--- config.mk ---
export PLATFORM = sky130hd
export DESIGN_NAME = wb_sram_arbiter_2m_flat
export DESIGN_NICKNAME = d
export VERILOG_FILES = /design/src/rtl/wb_sram_arbiter_2m_if.sv /design/src/rtl/wb_sram_arbiter_2m.sv /design/src/flat_wrapper.sv
export SDC_FILE = /design/constraint.sdc
export NUM_CORES = 1
export LEC_CHECK = 0
export BUFFER_PORTS_ARGS = -buffer_cell sky130_fd_sc_hd__buf_4
export CAP_MARGIN = 20
export CORE_AREA = 4 4 108 110
export DETAILED_ROUTE_END_ITERATION = 7
export DIE_AREA = 0 0 112 114
export PLACE_DENSITY = 0.64
export SETUP_SLACK_MARGIN = 0.15
export SKIP_CTS_REPAIR_TIMING = 1
export SYNTH_ARGS = -nofsm -noshare
export SYNTH_HDL_FRONTEND = slang
export SYNTH_SLANG_ARGS = --single-unit
--- constraint.sdc ---
create_clock -name wb_clk_i -period 1.8 [get_ports wb_clk_i]
set_input_delay 0 -clock wb_clk_i [delete_from_list [all_inputs] [get_ports wb_clk_i]]
set_output_delay 0 -clock wb_clk_i [all_outputs]
set_load 0.005 [all_outputs]
--- src/rtl/wb_sram_arbiter_2m_if.sv ---
// Classic single-strobe Wishbone port, one instance per master of wb_sram_arbiter_2m.
// The master modport drives the request; the slave modport returns ack and read data.
interface wb_sram_arbiter_2m_if;
  logic        stb;
  logic        cyc;
  logic        we;
  logic [3:0]  sel;
  logic [31:0] adr;
  logic [31:0] wdat;
  logic        ack;
  logic [31:0] rdat;

  modport master (
    output stb, cyc, we, sel, adr, wdat,
    input  ack, rdat
  );

  modport slave (
    input  stb, cyc, we, sel, adr, wdat,
    output ack, rdat
  );
endinterface

--- src/rtl/wb_sram_arbiter_2m.sv ---
// Two-master Wishbone arbiter/sequencer for a 32x256 OpenRAM macro, port 0.
// Macro WB_SRAM_ARB_RR_EN selects round-robin arbitration; default is fixed priority (A wins).
module wb_sram_arbiter_2m #(
  parameter logic [31:0] BASE_ADDR = 32'h3000_0000,
  parameter logic [31:0] ADDR_MASK = 32'hffff_fc00
) (
  input  logic                       wb_clk_i,
  input  logic                       wb_rst_n_i,
  wb_sram_arbiter_2m_if.slave        wbs_a,
  wb_sram_arbiter_2m_if.slave        wbs_b,
  output logic                       sram_csb0_o,
  output logic                       sram_web0_o,
  output logic [3:0]                 sram_wmask0_o,
  output logic [7:0]                 sram_addr0_o,
  output logic [31:0]                sram_din0_o,
  input  logic [31:0]                sram_dout0_i
);

  typedef enum logic [1:0] {StIdle, StCmd, StResp} state_e;

  state_e      r_state;
  state_e      w_state_nxt;
  logic        r_grant;  // 0: master A, 1: master B
  logic        r_csb;
  logic        r_web;
  logic [3:0]  r_wmask;
  logic [7:0]  r_addr;
  logic [31:0] r_din;

  logic        w_req_a;
  logic        w_req_b;
  logic        w_winner;
  logic        w_load;
  logic        w_we;
  logic [3:0]  w_sel;
  logic [31:0] w_adr;
  logic [31:0] w_dat;
  logic        w_resp;

  assign w_req_a = wbs_a.stb & wbs_a.cyc & ((wbs_a.adr & ADDR_MASK) == BASE_ADDR);
  assign w_req_b = wbs_b.stb & wbs_b.cyc & ((wbs_b.adr & ADDR_MASK) == BASE_ADDR);

`ifdef WB_SRAM_ARB_RR_EN
  logic r_last_grant;

  // On a tie the master not served last wins; reset to B so A takes the first tie.
  assign w_winner = (w_req_a & w_req_b) ? ~r_last_grant : w_req_b;

  always_ff @(posedge wb_clk_i or negedge wb_rst_n_i) begin
    if (!wb_rst_n_i) begin
      r_last_grant <= 1'b1;
    end else if (w_load) begin
      r_last_grant <= w_winner;
    end
  end
`else
  assign w_winner = ~w_req_a;
`endif

  assign w_we  = w_winner ? wbs_b.we   : wbs_a.we;
  assign w_sel = w_winner ? wbs_b.sel  : wbs_a.sel;
  assign w_adr = w_winner ? wbs_b.adr  : wbs_a.adr;
  assign w_dat = w_winner ? wbs_b.wdat : wbs_a.wdat;

  always_comb begin
    w_state_nxt = r_state;
    w_load      = 1'b0;
    unique case (r_state)
      StIdle: begin
        if (w_req_a | w_req_b) begin
          w_load      = 1'b1;
          w_state_nxt = StCmd;
        end
      end
      StCmd:   w_state_nxt = StResp;
      StResp:  w_state_nxt = StIdle;
      default: w_state_nxt = StIdle;
    endcase
  end

  // csb0 is low only during CMD; the other controls hold until the next grant.
  always_ff @(posedge wb_clk_i or negedge wb_rst_n_i) begin
    if (!wb_rst_n_i) begin
      r_state <= StIdle;
      r_grant <= 1'b0;
      r_csb   <= 1'b1;
      r_web   <= 1'b1;
      r_wmask <= 4'h0;
      r_addr  <= 8'h00;
      r_din   <= 32'h0;
    end else begin
      r_state <= w_state_nxt;
      if (w_load) begin
        r_grant <= w_winner;
        r_csb   <= 1'b0;
        r_web   <= ~w_we;
        r_wmask <= w_sel;
        r_addr  <= w_adr[9:2];
        r_din   <= w_dat;
      end else if (r_state == StCmd) begin
        r_csb <= 1'b1;
      end
    end
  end

  assign sram_csb0_o   = r_csb;
  assign sram_web0_o   = r_web;
  assign sram_wmask0_o = r_wmask;
  assign sram_addr0_o  = r_addr;
  assign sram_din0_o   = r_din;

  // A master that dropped cyc/stb before RESP gets no ack; the access itself still ran.
  assign w_resp     = (r_state == StResp);
  assign wbs_a.ack  = w_resp & ~r_grant & wbs_a.cyc & wbs_a.stb;
  assign wbs_b.ack  = w_resp &  r_grant & wbs_b.cyc & wbs_b.stb;
  assign wbs_a.rdat = (wbs_a.ack & r_web) ? sram_dout0_i : 32'h0;
  assign wbs_b.rdat = (wbs_b.ack & r_web) ? sram_dout0_i : 32'h0;

endmodule

--- src/flat_wrapper.sv ---
// flat-port wrapper written by rule: the top's interface ports become plain ports
module wb_sram_arbiter_2m_flat 
#(
  parameter logic [31:0] BASE_ADDR = 32'h3000_0000,
  parameter logic [31:0] ADDR_MASK = 32'hffff_fc00
)
  (wb_clk_i, wb_rst_n_i, sram_csb0_o, sram_web0_o, sram_wmask0_o, sram_addr0_o, sram_din0_o, sram_dout0_i, wbs_a_stb, wbs_a_cyc, wbs_a_we, wbs_a_sel, wbs_a_adr, wbs_a_wdat, wbs_a_ack, wbs_a_rdat, wbs_b_stb, wbs_b_cyc, wbs_b_we, wbs_b_sel, wbs_b_adr, wbs_b_wdat, wbs_b_ack, wbs_b_rdat);
  wb_sram_arbiter_2m_if wbs_a_i ();
  wb_sram_arbiter_2m_if wbs_b_i ();
  input  logic wb_clk_i;
  input  logic wb_rst_n_i;
  output logic sram_csb0_o;
  output logic sram_web0_o;
  output logic [3:0] sram_wmask0_o;
  output logic [7:0] sram_addr0_o;
  output logic [31:0] sram_din0_o;
  input  logic [31:0] sram_dout0_i;
  input wire logic [$bits(wbs_a_i.stb)-1:0] wbs_a_stb;
  input wire logic [$bits(wbs_a_i.cyc)-1:0] wbs_a_cyc;
  input wire logic [$bits(wbs_a_i.we)-1:0] wbs_a_we;
  input wire logic [$bits(wbs_a_i.sel)-1:0] wbs_a_sel;
  input wire logic [$bits(wbs_a_i.adr)-1:0] wbs_a_adr;
  input wire logic [$bits(wbs_a_i.wdat)-1:0] wbs_a_wdat;
  output wire logic [$bits(wbs_a_i.ack)-1:0] wbs_a_ack;
  output wire logic [$bits(wbs_a_i.rdat)-1:0] wbs_a_rdat;
  input wire logic [$bits(wbs_b_i.stb)-1:0] wbs_b_stb;
  input wire logic [$bits(wbs_b_i.cyc)-1:0] wbs_b_cyc;
  input wire logic [$bits(wbs_b_i.we)-1:0] wbs_b_we;
  input wire logic [$bits(wbs_b_i.sel)-1:0] wbs_b_sel;
  input wire logic [$bits(wbs_b_i.adr)-1:0] wbs_b_adr;
  input wire logic [$bits(wbs_b_i.wdat)-1:0] wbs_b_wdat;
  output wire logic [$bits(wbs_b_i.ack)-1:0] wbs_b_ack;
  output wire logic [$bits(wbs_b_i.rdat)-1:0] wbs_b_rdat;
  assign wbs_a_i.stb = wbs_a_stb;
  assign wbs_a_i.cyc = wbs_a_cyc;
  assign wbs_a_i.we = wbs_a_we;
  assign wbs_a_i.sel = wbs_a_sel;
  assign wbs_a_i.adr = wbs_a_adr;
  assign wbs_a_i.wdat = wbs_a_wdat;
  assign wbs_a_ack = wbs_a_i.ack;
  assign wbs_a_rdat = wbs_a_i.rdat;
  assign wbs_b_i.stb = wbs_b_stb;
  assign wbs_b_i.cyc = wbs_b_cyc;
  assign wbs_b_i.we = wbs_b_we;
  assign wbs_b_i.sel = wbs_b_sel;
  assign wbs_b_i.adr = wbs_b_adr;
  assign wbs_b_i.wdat = wbs_b_wdat;
  assign wbs_b_ack = wbs_b_i.ack;
  assign wbs_b_rdat = wbs_b_i.rdat;
  wb_sram_arbiter_2m #(.BASE_ADDR(BASE_ADDR), .ADDR_MASK(ADDR_MASK)) u_core (.wb_clk_i(wb_clk_i), .wb_rst_n_i(wb_rst_n_i), .wbs_a(wbs_a_i), .wbs_b(wbs_b_i), .sram_csb0_o(sram_csb0_o), .sram_web0_o(sram_web0_o), .sram_wmask0_o(sram_wmask0_o), .sram_addr0_o(sram_addr0_o), .sram_din0_o(sram_din0_o), .sram_dout0_i(sram_dout0_i));
endmodule
# --- Yosys cells after proc, flatten, opt, wreduce, memory -nomap -nowiden ---
# Cells that the tools add are included.
word_totals:
  register_bits: 49
  inputBits: 176
  output_inout_bits: 112
  word_cells: 42
op_classes:
  n_eq_ne: 5
  mux: 12
  bitwise_logic: 16
  reduce_logical: 2
ops:
  columns: ["operator", "count"]
  rows:
  - ["$mux W32", 3]
  - ["$eq A22 B20 Y1 const B", 2]
  - ["$and A1 B1 Y1", 12]
  - ["$mux W10", 1]
  - ["$mux W1", 5]
  - ["$mux W4", 1]
  - ["$pmux W2 S2", 1]
  - ["$not A1 Y1", 3]
  - ["$eq A2 B1 Y1 const B", 1]
  - ["$eq A2 B2 Y1 const B", 1]
  - ["$logic_not A2 Y1", 1]
  - ["$mux W2", 1]
  - ["$ne A2 B1 Y1 const B", 1]
  - ["$reduce_bool A2 Y1", 1]
  - ["$or A1 B1 Y1", 1]

# --- Depth between registers and ports, before layout ---
# Gate-level depths: netlist of the first run.
logic_depth:
  word_depth: 6
  mapped_depth: 7
  ltp_nobuf: 4

# --- Least setup slack after synthesis of the first run ---
# OpenSTA, ideal clock, no wires.
synth_timing:
  path_kind: "register to register"
  start: "register u_core.r_state[1]"
  end: "register u_core.r_din[0] (netlist: u_core.sram_din0_o[0])"
  setup_time_ns: 0.123
  arrival_time_ns: 1.628
  required_time_ns: 1.677
  setup_slack_ns: 0.049
  path_stages_with_launch: 7
  n_path_buf: 2
  synth_period_minus_slack_ns: 1.751
  path_cell_list: "dfrtp_1 -> nor4_1 -> nand4_1 -> a211o_1 -> buf_4 -> buf_6 -> o221a_1"
synth_between:
  elab_chain_len: 2
synth_rtl:
  columns: ["item", "line_no", "rtl"]
  rows:
  - ["start: declaration", "wb_sram_arbiter_2m.sv:21", "state_e r_state;"]
  - ["start signal: assignment", "wb_sram_arbiter_2m.sv:84", "r_state <= StIdle;"]
  - ["start signal: assignment", "wb_sram_arbiter_2m.sv:92", "r_state <= w_state_nxt;"]
  - ["$logic_not A2 Y1", "wb_sram_arbiter_2m.sv:68", "unique case (r_state)"]
  - ["$mux W1", "wb_sram_arbiter_2m.sv:68", null]
  - ["end signal: assignment", "wb_sram_arbiter_2m.sv:99", "r_din <= w_dat;"]
  - ["end: declaration", "wb_sram_arbiter_2m.sv:28", "logic [31:0] r_din;"]
# No other way between the ends.
# A chain may end at the register's enable or synchronous reset.

# --- Final worst setup path of the first run ---
layout_timing:
  start: "register u_core.r_state[0]"
  end: "register u_core.r_addr[4] (netlist: u_core.sram_addr0_o[4])"
layout_between:
  elab_chain_len: 2
layout_rtl:
  columns: ["item", "line_no", "rtl"]
  rows:
  - ["$logic_not A2 Y1", "wb_sram_arbiter_2m.sv:68", null]
  - ["$mux W1", "wb_sram_arbiter_2m.sv:68", null]
  - ["end signal: assignment", "wb_sram_arbiter_2m.sv:98", "r_addr <= w_adr[9:2];"]
  - ["end: declaration", "wb_sram_arbiter_2m.sv:27", "logic [7:0] r_addr;"]
# No other way between the ends.

==> results of run 1 <==
==> how the worst min path moves through the flow <==
stage / startpoint / to / slack, ns / depth (start not counted)
2_1_floorplan: wb_rst_n_i / u_core.r_grant$_DFFE_PN0P_ / -0.30 / 0
3_3_place_gp: wb_rst_n_i / u_core.sram_din0_o[10]$_DFFE_PN0P_ / 0.06 / 1
4_1_cts: wb_rst_n_i / u_core.sram_din0_o[9]$_DFFE_PN0P_ / -0.27 / 1
5_1_grt: wbs_a_adr[9] / u_core.sram_addr0_o[7]$_DFFE_PN0P_ / 0.04 / 3
3_5_place_dp: wb_rst_n_i / u_core.sram_din0_o[14]$_DFFE_PN0P_ / 0.06 / 1
6_report: wbs_a_sel[3] / u_core.sram_wmask0_o[3]$_DFFE_PN0P_ / 0.05 / 3
==> routing by layer <==
| metal | wire length (microns) | vias up | part of all wire |
|---|---|---|---|
| met2 | 7182 | 178 | 0.54 |
| li1 | - | 1749 | - |
| met4 | 292 | 0 | 0.022 |
| met5 | 0 | - | 0 |
| met1 | 4626 | 1770 | 0.35 |
| met3 | 1246 | 20 | 0.093 |
==> power breakdown <==
part	switching, mW	internal (mW)	leakage [nW]	total [mW]
Sequential	0.0000105	1.10	0.679	1.10
Combinational	0.106	0.319	2.33	0.425
Clock	0.342	0.306	0.0443	0.647
Total	0.448	1.72	3.05	2.17
==> area by class of cell <==
cell class / instances / area [sq um]
timing repair buffer: 349 / 2833
tap: 140 / 175.2
clock buffer: 7 / 86.33
fill: 955 / 4825
sequential: 49 / 1232
multi-input combinational: 185 / 1546
==> critical path, cell delays in order (launching register included) <==
cell and delay, ns:
dfrtp_1 0.40, nor4_2 0.24, nand4_1 0.16, a211o_1 0.35, buf_12 0.18, o221a_2 0.25
==> cells in the mapped netlist <==
cell type / count
o22ai_2: 1
o221ai_1: 2
nand2_1: 1
o221a_1: 39
a211o_1: 1
nor4_1: 8
and4b_1: 1
buf_1: 1
and3_1: 64
nor2b_1: 1
clkbuf_1: 24
and3b_1: 1
nor2_1: 5
buf_6: 4
dfstp_2: 2
buf_2: 2
nor4bb_1: 1
nand3_1: 2
o221a_2: 5
nand4_1: 2
and4_1: 1
nor4b_1: 3
dfrtp_1: 47
buf_4: 5
o21a_1: 1
and2_1: 1
nand4b_1: 45
==> layout by cell type, fill, tap and decap left out, drive strengths merged, types with 3 or more instances in the layout <==
cell         instances
clkbuf               7
o221a               44
buf                302
nor2                 5
nor4b                3
nand4b              45
nor4                 8
and3                64
dlygate4sd3         47
dfrtp               47
==> kinds of logic after synthesis <==
kind of cell / Yosys count
compound gates: 49
buf+inv: 36
flops: 49
simple gates: 136
==> flip-flops by register name, indices dropped and copies added, names as in the netlist <==
| name | flops |
|---|---|
| u_core.sram_csb0_o | 1 |
| u_core.r_grant | 1 |
| u_core.sram_din0_o | 32 |
| u_core.sram_wmask0_o | 4 |
| u_core.sram_addr0_o | 8 |
| u_core.r_state | 2 |
| u_core.sram_web0_o | 1 |
==> metrics by stage <==
step / util / std cells / hold WS, ns / cell area (sq um) / setup slack [ns]
final: 0.5490 / 730 / 0.05299 / 5873 / 0.1002
after global routing: 0.5490 / 730 / 0.04179 / 5873 / -0.003491
after CTS: 0.5007 / 682 / -0.2709 / 5356 / 0.05140
after detailed placement: 0.4926 / 675 / 0.05704 / 5270 / 0.1003
after global placement: 0.4926 / 675 / 0.05750 / 5270 / 0.02418
after floorplan: - / 270 / -0.2956 / 2927 / 0.1366
==> results.tsv, run 1 <==
metric	value	unit
GR Layer Usage met1	0.1996	
Power, Total	2.173	mW
RR Endpoint	u_core.sram_addr0_o[4]$_DFFE_PN0P_	
Slew Limit Headroom	0.5860	
Die Ht	114	microns
flop2flop setup slack	0.10	ns
Root Buffer Master	clkbuf_8	
Slew @ Worst Pin	0.6211	ns
CP startpoint kind	register	
Arr. time, crit path	1.89	ns
register area share after synthesis	0.4204	
mux contribution to synthesized area	0	
vias in the first global route	3543	
Vias	3717	
Max-Cap Viols	0	
syn_area_per_cell	10.83	sq um
Detailed Route Iter0 Violations	146	
CP Capture Point	u_core.sram_addr0_o[4]$_DFFE_PN0P_	
VDD IR-drop max	0.2721	mV
CP Capture Type	register	
CP Launch Point	u_core.r_state[0]$_DFFE_PN0P_	
first-pass GRT wire length	18950	microns
Most Used Layer, Global Route	met2	
clock-pin slew on the worst setup and hold paths	0.09	ns
Compound-Gate Fraction of Synth Area	0.1854	
Tightest Hold Check Type	in -> reg	
XOR/XNOR Fraction of Synth Area	0	
clk_skew	0.003914	ns
DP Wirelength	9996	microns
Area growth, synth to finish	100.9	%
Core Rows	38	
post-synthesis cell area	2923	sq um
wire length per cell	18.28	microns
status	finished clean	
Crit Path Category	reg -> reg	
cell count after synthesis	270	
# setup viols final	0	
CTS tree	done	
CTS H-tree depth	2	
M2 GR Usage	0.3381	
PortBufs	283	
Leakage	3.049	nW
Synth warnings	0	
CTS buffer count	5	
initial antenna violation count	0	
fmax	588.3	MHz
Synthesized Nets	446	
worst-case reg-to-reg path depth	5	
GRT Total Usage	0.1832	
post-synth cell types	27	
DRC viols	0	
Final Max Tran Viols	0	
RSZ-0062 raised after global routing	true	
Simple-Gate Fraction of Synth Area	0.3305	
Setup TNS	0	ns
fin crit share	0.9444	
final net count	766	
vias per inst	5.092	
Core Region	10700	sq um
final hold vios	0	
synthesized flop and latch total	49	
M3 GR Usage	0.06419	
Worst-Skew Late Latency	0.29	ns
antenna diode count	0	
DRT Pass-1 Iters	4	
dominant cells by area after synthesis	dfrtp_1 40%, o221a_1 15%, and3_1 14%	
clk buf depth	2	
Sinks on Clock Net	49	
adder-cell share of the synthesized area	0	
final WL	13350	microns
launch point of the worst reg-to-reg path	u_core.r_state[0]$_DFFE_PN0P_	
die width	112	microns
maximum number of pins on one net before global-route repair	50	
Routed Antenna Nets	0	
layout cells sized above 1	0.5441	
Period minus WS final	1.700	ns
boundary pin count	288	
crit path max fanout	32	
area share of the largest cell type after synthesis	0.4024	
PwrDens	369.9	nW/um^2
Synth area leader	dfrtp_1	
die area	12770	sq um
initial core utilization	0.2732	
largest family of logic cells by synthesized area	simple AND/OR/NAND/NOR gates	
Crit path required time	1.99	ns
placer congestion estimate	0.9058	
Overflow after GRT	0	
Note: power is estimated with default switching activity, not from simulation.
==> run 2: changes to the inputs <==
--- a/config.mk
+++ b/config.mk
@@ -5,11 +5,12 @@
 export SDC_FILE = /design/constraint.sdc
 export NUM_CORES = 1
 export LEC_CHECK = 0
-export BUFFER_PORTS_ARGS = -buffer_cell sky130_fd_sc_hd__buf_4
+export BUFFER_PORTS_ARGS = -buffer_cell sky130_fd_sc_hd__buf_2
 export CAP_MARGIN = 20
 export CORE_AREA = 4 4 108 110
 export DETAILED_ROUTE_END_ITERATION = 7
 export DIE_AREA = 0 0 112 114
+export GPL_TIMING_DRIVEN = 0
 export PLACE_DENSITY = 0.64
 export SETUP_SLACK_MARGIN = 0.15
 export SKIP_CTS_REPAIR_TIMING = 1
==> results.tsv, run 2 (synthesis gave the netlist of run 1 again) <==
metric	value	unit
status	finished, violations left	
failing checks	setup timing	
die area	12770	sq um
Core Region	10700	sq um
CTS H-tree depth	2	
worst setup margin	-0.05746	ns
commonest non-fill, non-tap cells in the layout	235 x buf_2, 68 x buf_6, 52 x and3_4	
Power, Total	2.075	mW
Sinks on Clock Net	49	
PwrDens	348.1	nW/um^2
wire length per cell	19.54	microns
Post-Layout Cell Count	763	
boundary pin count	288	
placer congestion estimate	0.9638	
dpl cells	694	
fillcell total	926	
Vias	3991	
PortBufs	283	
initial core utilization	0.2732	
chain of cells forming the critical path	nor4_2 -> nand4_1 -> buf_4 -> o22ai_4 -> buf_12 -> buf_8 -> o221a_1	
antenna diode count	0	
Leakage	2.955	nW
layout cells sized above 1	0.6356	
fin crit share	1.032	
Tightest Hold Check Type	in -> reg	
Max-Cap Viols	0	
CP max-delay cell	dfrtp_2	
vias in the first global route	3557	
hold slack	0.0008806	ns
DP Wirelength	10390	microns
Crit Path Category	reg -> reg	
Max Used Layer	met4	
Max stage delay on crit path	0.47	ns
CP startpoint kind	register	
# setup viols final	43	
RSZ-0062 raised after global routing	true	
Die Ht	114	microns
Final Max Tran Viols	0	
WL met1	5374	microns
DRC viols	0	
Root Buffer Master	clkbuf_8	
area of placed instances	4538	sq um
CTS tree	done	
final WL	14910	microns
crit path max fanout	10	
clock-pin slew on the worst setup and hold paths	0.09	ns
worst-case reg-to-reg path depth	7	
final net count	798	
CTS buffer count	5	
commonest non-fill, non-tap cell in the layout	buf_2	
Detailed Route Iter0 Violations	201	
Slew @ Worst Pin	0.6004	ns
Slew Limit Headroom	0.5997	
Area growth, synth to finish	103.9	%
clk_skew	0.008336	ns
Crit path required time	2.04	ns
Routed Antenna Nets	0	
Worst Hold Path Cells	2	
VDD IR-drop max	0.2241	mV
die width	112	microns
vias per inst	5.231	
fmax	538.4	MHz
Core Rows	38	
GRT Total Usage	0.1835	
fin area	5959	sq um
max FFs per register	32	
Arr. time, crit path	2.09	ns
Period minus WS final	1.857	ns
met2 wire len	7977	microns
DRT Pass-1 Iters	5	
first-pass GRT wire length	18900	microns
initial antenna violation count	0	
clk buf depth	2	
Overflow after GRT	0	
CP Capture Type	register	
met3 wire len	1234	microns
Worst-Skew Late Latency	0.30	ns
final hold vios	0	
maximum number of pins on one net before global-route repair	26	
-- run 2: cell count changes in the layout (fill, tap and decap cells not counted), moves of 3 or more --
cell	delta
and3_4	+52
and3_1	-52
buf_2	+235
buf_6	+66
buf_8	+4
clkbuf_2	+3
buf_12	-5
buf_4	-286
clkbuf_1	+11
-- run 2: worst max-delay path: cells and delay by family, from the launching register on --
| kind | cells | cell delay [ns] |
|---|---|---|
| AOI/OAI and AO/OA | 2 | 0.36 |
| buffers and inverters | 3 | 0.50 |
| and+or+nand+nor | 2 | 0.46 |
| DFF | 1 | 0.47 |
-- run 2: final cells by class --
type                       count  area, sq um  area share
clock inverter                 3        17.52    0.002939
sequential                    49         1231      0.2066
tap                          140        175.2     0.02939
multi-input combinational    185         1808      0.3034
buffer                        36        277.8     0.04661
timing repair buffer         345         2381      0.3995
clock buffer                   5        68.82     0.01155
-- run 2: stage by stage --
stage / setup slack [ns] / util / TNS [ns]
2_1_floorplan: 0.1366 / - / 0
3_3_place_gp: -0.6569 / 0.4223 / -30.06
3_5_place_dp: -0.7242 / 0.4242 / -32.20
4_1_cts: -0.7366 / 0.4323 / -43.87
5_1_grt: -0.1559 / 0.5571 / -5.522
6_report: -0.05746 / 0.5571 / -1.550
-- run 2: routing by layer --
metal  track usage  up-vias
li1              -     1824
met1        0.2166     1904
met2        0.3389      231
met3       0.04350       32
met4       0.04087        0
met5             0        -
-- run 2: where the power goes --
| part | total (mW) | switching [mW] | internal, mW |
|---|---|---|---|
| clock | 0.639 | 0.370 | 0.269 |
| combinational | 0.335 | 0.116 | 0.220 |
| sequential | 1.10 | 0.00000864 | 1.10 |
-- run 2: worst paths after layout --
kind | start | endpoint | slack (ns)
worst max-delay path | u_core.r_state[0]$_DFFE_PN0P_ | u_core.sram_din0_o[28]$_DFFE_PN0P_ | -0.06
worst min-delay path | wbs_b_adr[5] | u_core.sram_addr0_o[3]$_DFFE_PN0P_ | 0.0009
worst max register to register | u_core.r_state[0]$_DFFE_PN0P_ | u_core.sram_din0_o[28]$_DFFE_PN0P_ | -0.06
worst min register to register | u_core.sram_csb0_o$_DFFE_PN1P_ | u_core.sram_csb0_o$_DFFE_PN1P_ | 0.52
max in group asynchronous | wb_rst_n_i | u_core.sram_csb0_o$_DFFE_PN1P_ | 0.91
min in group asynchronous | wb_rst_n_i | u_core.sram_din0_o[11]$_DFFE_PN0P_ | 0.26
==> run 3: changes to the inputs <==
==> constraint.sdc (replaced) <==
create_clock -name wb_clk_i -period 1.8 [get_ports wb_clk_i]
set_input_delay 0.36 -clock wb_clk_i [delete_from_list [all_inputs] [get_ports wb_clk_i]]
set_output_delay 0.36 -clock wb_clk_i [all_outputs]
set_load 0.005 [all_outputs]
==> results.tsv, run 3 (synthesis gave the netlist of run 1 again) <==
metric	value	unit
CP Launch Point	u_core.r_state[0]$_DFFE_PN0P_	
Crit Path Category	reg -> out	
# setup viols final	103	
CTS H-tree depth	2	
clock-pin slew on the worst setup and hold paths	0.10	ns
Vias	3670	
Root Buffer Master	clkbuf_8	
vias in the first global route	3683	
PwrDens	412.6	nW/um^2
status	finished, violations left	
worst-case reg-to-reg path depth	7	
max FFs per register	32	
launch point of the worst reg-to-reg path	u_core.r_state[0]$_DFFE_PN0P_	
layout cells sized above 1	0.6151	
die area	12770	sq um
DRC viols	0	
DRT Pass-1 Iters	4	
first-pass GRT wire length	19820	microns
CP Capture Point	wbs_a_rdat[30]	
initial antenna violation count	0	
VDD IR-drop max	0.3325	mV
RSZ-0062 raised after global routing	true	
Core Region	10700	sq um
Worst-Skew Late Latency	0.30	ns
Max-Cap Viols	0	
final net count	744	
Tightest Hold Check Type	in -> async	
PortBufs	283	
worst setup margin	-0.1932	ns
Power, Total	2.017	mW
wire length per cell	18.72	microns
commonest non-fill, non-tap cells in the layout	278 x buf_2, 57 x and3_1, 46 x dfrtp_1	
Slew @ Worst Pin	0.5580	ns
Period minus WS final	1.993	ns
fin crit share	1.107	
Sinks on Clock Net	49	
maximum number of pins on one net before global-route repair	28	
Area growth, synth to finish	67.29	%
final hold vios	0	
Routed Antenna Nets	0	
CP Capture Type	primary output	
Final Max Tran Viols	0	
die width	112	microns
Overflow after GRT	0	
Setup TNS	-11.29	ns
Arr. time, crit path	1.63	ns
RR Endpoint	u_core.sram_wmask0_o[3]$_DFFE_PN0P_	
Post-Layout Cell Count	709	
vias per inst	5.176	
flop2flop setup slack	-0.10	ns
failing checks	setup timing	
Detailed Route Iter0 Violations	192	
initial core utilization	0.2732	
GRT Total Usage	0.1909	
Core Rows	38	
CTS tree	done	
commonest non-fill, non-tap cell in the layout	buf_2	
CTS buffer count	5	
CP startpoint kind	register	
boundary pin count	288	
placer congestion estimate	0.9561	
antenna diode count	0	
clk_skew	0.009294	ns
dpl cells	694	
final WL	13280	microns
crit path max fanout	10	
Leakage	2.804	nW
Die Ht	114	microns
fmax	501.7	MHz
Slew Limit Headroom	0.6280	
Post-Place Worst Slack	-0.7084	ns
clk buf depth	2	
Crit path required time	1.44	ns
DP Wirelength	10720	microns
run 3: changes by cell type in the layout (fill, tap and decap cells not counted), sizes merged:
cell,change
dlygate4sd3,-46
buf,-6
clkbuf,-2
clkinv,-1
inv,+1
run 3: worst max-delay path, stage by stage, from the launching register on:
cell     delay, ns
dfrtp_2       0.47
nor4b_4       0.28
buf_6         0.17
buf_6         0.13
and3_4        0.19
buf_6         0.09
run 3: layout make-up:
class	instances	area [sq um]
Fill cell	1082	5808
Multi-Input combinational cell	185	1587
Timing Repair Buffer	291	1551
Sequential cell	49	1230
Buffer	36	256.5
Tap cell	140	175.2
Clock buffer	5	68.82
Clock inverter	3	21.27
run 3: how the worst min path moves through the flow:
| stage | depth (start not counted) | endpoint |
|---|---|---|
| 3_5_place_dp | 1 | u_core.sram_din0_o[13]$_DFFE_PN0P_ |
| 6_report | 1 | u_core.sram_din0_o[12]$_DFFE_PN0P_ |
| 5_1_grt | 1 | u_core.sram_din0_o[14]$_DFFE_PN0P_ |
| 2_1_floorplan | 0 | u_core.r_grant$_DFFE_PN0P_ |
| 3_3_place_gp | 2 | u_core.sram_csb0_o$_DFFE_PN1P_ |
| 4_1_cts | 1 | u_core.sram_din0_o[13]$_DFFE_PN0P_ |
run 3: metal layers:
metal  track usage  up-vias  part of all wire
li1              -     1712                 -
met3       0.04403       18             0.083
met2        0.3433      201              0.51
met4       0.04728        0             0.020
met5             0        -                 0
met1        0.2315     1739              0.39
run 3: metrics by stage:
step	cell area, sq um	util	hold slack, ns
3_5_place_dp	4562	0.4264	0.3870
6_report	4890	0.4571	0.03109
2_1_floorplan	2950	-	0.06441
3_3_place_gp	4542	0.4246	0.4947
4_1_cts	4652	0.4349	0.04006
5_1_grt	4890	0.4571	0.05995
run 3: power breakdown:
part	total [mW]	leakage (nW)	switching (mW)	internal (mW)
logic	0.249	2.08	0.0940	0.155
registers	1.10	0.676	0.00000895	1.10
clock network	0.669	0.0445	0.392	0.277
total	2.02	2.80	0.486	1.53
